File: config.mk
export PLATFORM = sky130hd
export DESIGN_NAME = seg7_scan
export DESIGN_NICKNAME = d
export VERILOG_FILES = /design/src/rtl/seg7_scan.sv
export SDC_FILE = /design/constraint.sdc
export NUM_CORES = 1
export LEC_CHECK = 0
export CAP_MARGIN = 5
export CORE_ASPECT_RATIO = 0.9
export CORE_MARGIN = 2
export CORE_UTILIZATION = 47
export CTS_CLUSTER_DIAMETER = 200
export DETAILED_ROUTE_END_ITERATION = 7
export PLACE_DENSITY = 0.66
export RECOVER_POWER = 100
export SLEW_MARGIN = 25
export SYNTH_ARGS = -nofsm -noshare
export SYNTH_HDL_FRONTEND = slang
export SYNTH_SLANG_ARGS = --single-unit
File: constraint.sdc
create_clock -name clk -period 4.54 [get_ports clk]
set_input_delay 0.454 -clock clk [delete_from_list [all_inputs] [get_ports clk]]
set_output_delay 0.454 -clock clk [all_outputs]
set_load 0.03 [all_outputs]
File: src/rtl/seg7_scan.sv
// Eight-digit multiplexed seven-segment scanner with a double-buffered display
// value, optional leading-zero blanking and per-digit decimal points.
module seg7_scan #(
    parameter int unsigned SCAN_DIV = 100000,
    parameter bit          BLANK_LZ = 1'b1
) (
    input  logic        clk,
    input  logic        rst,
    input  logic [31:0] data,
    input  logic        load,
    input  logic [7:0]  dp,
    output logic [7:0]  SEG,
    output logic [7:0]  AN,
    output logic        frame_start
);

    localparam int unsigned         PW      = 20;
    localparam logic [PW-1:0]       TICK_AT = PW'(SCAN_DIV - 32'd1);
    localparam logic [2:0]          IDX_LAST = 3'd7;

    // Active-low segment pattern {G,F,E,D,C,B,A} for one hex nibble.
    function automatic logic [6:0] hex_pattern(input logic [3:0] nib);
        logic [6:0] pat;
        case (nib)
            4'h0:    pat = 7'h40;
            4'h1:    pat = 7'h79;
            4'h2:    pat = 7'h24;
            4'h3:    pat = 7'h30;
            4'h4:    pat = 7'h19;
            4'h5:    pat = 7'h12;
            4'h6:    pat = 7'h02;
            4'h7:    pat = 7'h78;
            4'h8:    pat = 7'h00;
            4'h9:    pat = 7'h10;
            4'hA:    pat = 7'h08;
            4'hB:    pat = 7'h03;
            4'hC:    pat = 7'h46;
            4'hD:    pat = 7'h21;
            4'hE:    pat = 7'h06;
            4'hF:    pat = 7'h0E;
            default: pat = 7'h7F;
        endcase
        return pat;
    endfunction

    // Nibble i and everything above it, right-aligned.
    function automatic logic [31:0] upper_from(input logic [31:0] v, input logic [2:0] i);
        return v >> {i, 2'b00};
    endfunction

    // A digit other than digit 0 is a leading zero when it and all higher nibbles are zero.
    function automatic logic is_leading_zero(input logic [31:0] v, input logic [2:0] i);
        return (i != 3'd0) && (upper_from(v, i) == 32'd0);
    endfunction

    logic [PW-1:0] presc_q, presc_d;
    logic [2:0]    idx_q, idx_d;
    logic [31:0]   disp_q, disp_d;
    logic [31:0]   pend_q, pend_d;
    logic          pend_valid_q, pend_valid_d;
    logic [7:0]    an_q, an_d;
    logic [7:0]    seg_q, seg_d;
    logic          frame_start_q, frame_start_d;

    logic          tick_s;
    logic          wrap_s;
    logic [31:0]   upper_s;
    logic [3:0]    nib_s;
    logic          blank_s;

    assign tick_s = (presc_q == TICK_AT);
    assign wrap_s = tick_s && (idx_q == IDX_LAST);

    // Prescaler and digit index advance.
    always_comb begin
        presc_d = presc_q;
        idx_d   = idx_q;
        if (tick_s) begin
            presc_d = '0;
            idx_d   = idx_q + 3'd1;
        end else begin
            presc_d = presc_q + {{(PW-1){1'b0}}, 1'b1};
        end
    end

    // Double buffer: the swap at the frame wrap consumes the old pend before any same-edge load.
    always_comb begin
        disp_d        = disp_q;
        pend_d        = pend_q;
        pend_valid_d  = pend_valid_q;
        frame_start_d = 1'b0;
        if (wrap_s) begin
            frame_start_d = 1'b1;
            if (pend_valid_q) begin
                disp_d       = pend_q;
                pend_valid_d = 1'b0;
            end else begin
                disp_d       = disp_q;
            end
        end else begin
            frame_start_d = 1'b0;
        end
        if (load) begin
            pend_d       = data;
            pend_valid_d = 1'b1;
        end else begin
            pend_d       = pend_q;
        end
    end

    assign upper_s = upper_from(disp_d, idx_d);
    assign nib_s   = upper_s[3:0];
    assign blank_s = BLANK_LZ && is_leading_zero(disp_d, idx_d) && !dp[idx_d];

    // Outputs are recomputed only on a tick, from the post-edge index and buffer.
    always_comb begin
        an_d  = an_q;
        seg_d = seg_q;
        if (tick_s) begin
            if (blank_s) begin
                an_d  = 8'hFF;
                seg_d = 8'hFF;
            end else begin
                an_d  = ~(8'h01 << idx_d);
                seg_d = {~dp[idx_d], hex_pattern(nib_s)};
            end
        end else begin
            an_d  = an_q;
            seg_d = seg_q;
        end
    end

    // State registers; reset darkens the display and discards both buffers.
    always_ff @(posedge clk or negedge rst) begin
        if (!rst) begin
            presc_q       <= '0;
            idx_q         <= IDX_LAST;
            disp_q        <= 32'd0;
            pend_q        <= 32'd0;
            pend_valid_q  <= 1'b0;
            an_q          <= 8'hFF;
            seg_q         <= 8'hFF;
            frame_start_q <= 1'b0;
        end else begin
            presc_q       <= presc_d;
            idx_q         <= idx_d;
            disp_q        <= disp_d;
            pend_q        <= pend_d;
            pend_valid_q  <= pend_valid_d;
            an_q          <= an_d;
            seg_q         <= seg_d;
            frame_start_q <= frame_start_d;
        end
    end

    assign SEG         = seg_q;
    assign AN          = an_q;
    assign frame_start = frame_start_q;

endmodule

==> results.txt <==
Post-Route WL = 22,840 um
Via/cell ratio = 6.297
Nets = 870
Root Driver = clkbuf_16
Status = finished, violations left
Failing checks = max-capacitance violations, max-slew violations
Design Area, Final = 7895 sq um
Violation count after the first detailed-route iteration = 571
Synth Cell Area = 6718 sq um
Hold WS = 0.4599 ns
Leak Pwr = 3.327 nW
Total number of vias = 6,391
Detailed placer's ending HPWL = 16,650 um
Prevailing post-synth register cell = dfrtp_1
Bufs and invs on worst path = 2
Antenna viol nets, final = 0
CTS Hold Bufs = 0
Postcts setup bufs = 0
Die height = 117.4 um
# resized after CTS = 0
Synth unique cells = 78
Max-slew violations = 111
Std-Cell Rows = 41
Final setup TNS = 0 ns
Area grow syn2layout = 17.53%
Chip width = 130.0 um
GRT Util Overall = 30.78%
FMAX = 232.6 MHz
Yosys warning total = 0
Post-layout utilization of the core = 56.37%
Antenna Cells = 0
Post-synth ARST share = 100.0%
Syn_nets = 808
Mapped Cells = 756
Critical Path Source Type = flop
Crit. End Element = flop
Placed Area = 7636 sq um
Rel. slew slack = -125.9%
Core ar. = 14,000 sq um
RSZ-0062 raised after global routing = false
CP Max Fanout = 10
Peak VDD IR = 0.2098 mV
Hold Violations, Final = 0
Final worst clock skew = 0.008745 ns
Setup violators final = 0
CP required = 4.82 ns
Fin crit period = 4.299 ns
DRT Pass-1 Iters = 8
First-pass GRT wire length = 35,960 um
Grt ovf = 0
Register clock-pin slew on the reported worst setup and hold paths = 0.07 ns
Register area share after synthesis = 39.47%
Layout fillers = 1,277
HP Class = reg2reg
Num CTS Buffers = 9
Io pins = 60
CP peak stage delay = 0.60 ns
Worst-Margin Slew = 3.389 ns
Vias in the first global route = 6,217
CP cell instances = or4_4, or2_0, buf_4, nor2_8, xnor2_4, inv_1, mux2_2, a221oi_1, o2111ai_1, nor2_1, nand3_2, a31oi_1
Power density cells = 244.6 nW/um^2
Syn Area/Cell = 8.886 sq um
Antenna violations before repair = 0
Routed len/inst = 22.50 um
CTS tree = done
Final period util = 94.69%
Die area = 15,270 sq um
# DRC = 0
Clock H-tree levels = 3
WS Path Type = reg2reg
Largest net degree at the start of global routing = 76
GP Congestion = 0.9891
Port bufs = 59
CP delay by family, top = simple AND/OR/NAND/NOR gates
Clk sinks = 105
Yosys reg bits = 105
Max-Cap Viols = 2
Worst path slowest cell = or4_4
Layout cells sized above 1 = 15.57%
Starting density of the core = 47.97%
Worst Path Arrival = 4.58 ns
Clk buf depth = 2
Clk_lat worst skew = 0.36 ns
Number of synthesized flops with an enable pin = 0
-- area by class of cell --
| cell class | count | area, sq um | area share [%] |
|---|---|---|---|
| flip-flops and latches | 105 | 2651 | 33.58 |
| repair buffers | 96 | 852.1 | 10.79 |
| clock buffers | 10 | 229.0 | 2.900 |
| clock inverters | 5 | 63.81 | 0.8082 |
| multi-input cells | 588 | 3790 | 48.00 |
| well taps | 193 | 241.5 | 3.059 |
| inverters | 18 | 67.56 | 0.8558 |
-- cells in the mapped netlist, drive strengths merged (3+ instances only) --
| cell type | number | area, sq um |
|---|---|---|
| a211oi | 11 | 82.58 |
| a21o | 3 | 22.52 |
| a21oi | 35 | 193.9 |
| a221oi | 3 | 26.28 |
| a22oi | 3 | 22.52 |
| a311oi | 3 | 26.28 |
| a31oi | 16 | 100.1 |
| and2 | 3 | 18.77 |
| and3 | 11 | 68.82 |
| buf | 12 | 77.57 |
| clkbuf | 33 | 123.9 |
| dfrtp | 86 | 2152 |
| dfstp | 19 | 499.2 |
| ha | 9 | 112.6 |
| inv | 18 | 67.56 |
| mux2 | 43 | 484.2 |
| mux2i | 27 | 270.3 |
| nand2 | 112 | 427.9 |
| nand2b | 4 | 25.02 |
| nand3 | 29 | 157.7 |
| nand4 | 13 | 81.33 |
| nor2 | 95 | 387.9 |
| nor2b | 6 | 37.54 |
| nor3 | 27 | 185.2 |
| nor4 | 6 | 37.54 |
| o2111ai | 3 | 26.28 |
| o211ai | 8 | 60.06 |
| o21ai | 21 | 108.9 |
| o221ai | 6 | 52.55 |
| o22ai | 9 | 56.30 |
| o311ai | 7 | 61.31 |
| o31ai | 6 | 45.04 |
| o32a | 3 | 30.03 |
| or2 | 3 | 18.77 |
| or3 | 11 | 68.82 |
| or4b | 3 | 33.78 |
| xnor2 | 11 | 115.1 |
| xor2 | 7 | 61.31 |
-- cells in the final DEF (no fill, tap or decap), types with 18 or more instances in the layout --
master             n
mux2_2            39
buf_4             27
nand3_1           28
a21oi_1           32
o21ai_0           20
dfstp_2           19
dfrtp_1           86
nand2_1          111
nor2_1            92
clkdlybuf4s50_1   40
nor3_1            22
mux2i_1           27
dlygate4sd3_1     18
-- layer usage --
layer	GRT usage, %	wire [um]	vias up
met2	46.20	10200	344
li1	-	-	2876
met5	0	0	-
met1	44.24	10150	3130
met3	6.661	1912	41
met4	9.677	575	0
-- sequential cells by signal, indices dropped and copies added (netlist names) --
name / count
AN: 8
SEG: 8
disp_q: 32
frame_start: 1
idx_q: 3
pend_q: 32
pend_valid_q: 1
presc_q: 20
-- worst reg2reg max path, delay by kind of cell (launching register included) --
kind	cells	cell delay, ns
AND/OR/NAND/NOR	5	1.70
AO/OA/AOI/OAI	3	0.95
buffers and inverters	2	0.61
flip-flops	1	0.43
multiplexers	1	0.38
XOR/XNOR	1	0.15
-- per-stage QoR --
stage / instances / worst slack, ns / total power [W]
after floorplan: 756 / 0.7966 / 0.001057
after global routing: 1015 / 0.07036 / 0.001999
after detailed placement: 1000 / 0.4032 / 0.001142
after CTS: 1015 / 0.3627 / 0.001945
final: 1015 / 0.2412 / 0.001931
after global placement: 1000 / 0.4648 / 0.001139
-- final timing paths --
kind                                    endpoint            startpoint  cells after the start  slack, ns
max                           SEG[2]$_DFFE_PN1N_  presc_q[6]$_DFF_PN0_                     12       0.24
min                           SEG[7]$_DFFE_PN1N_    SEG[7]$_DFFE_PN1N_                      2       0.46
max reg2reg                   SEG[2]$_DFFE_PN1N_  presc_q[6]$_DFF_PN0_                     12       0.24
min reg2reg                   SEG[7]$_DFFE_PN1N_    SEG[7]$_DFFE_PN1N_                      2       0.46
max in group asynchronous   disp_q[16]$_DFF_PN0_                   rst                      2       1.01
min in group asynchronous  presc_q[16]$_DFF_PN0_                   rst                      1       1.38
-- cells by family (layout without fill, tap and decap cells) --
logic type      count (synthesis)  after routing  synth area share (%)
simple gates                  331            331                 24.08
compound gates                159            159                 16.58
flops                         105            105                 39.47
mux                            71             71                 11.57
buf+inv                        63            129                 4.004
xor+xnor                       18             18                 2.626
fa+ha+maj                       9              9                 1.676
-- power breakdown --
group	leakage, nW	switching (W)	internal (W)
clock network	0.140	0.000376	0.000432
registers	1.31	0.0000475	0.000964
logic	1.88	0.0000444	0.0000683
Power figures use the tool's default switching activity.
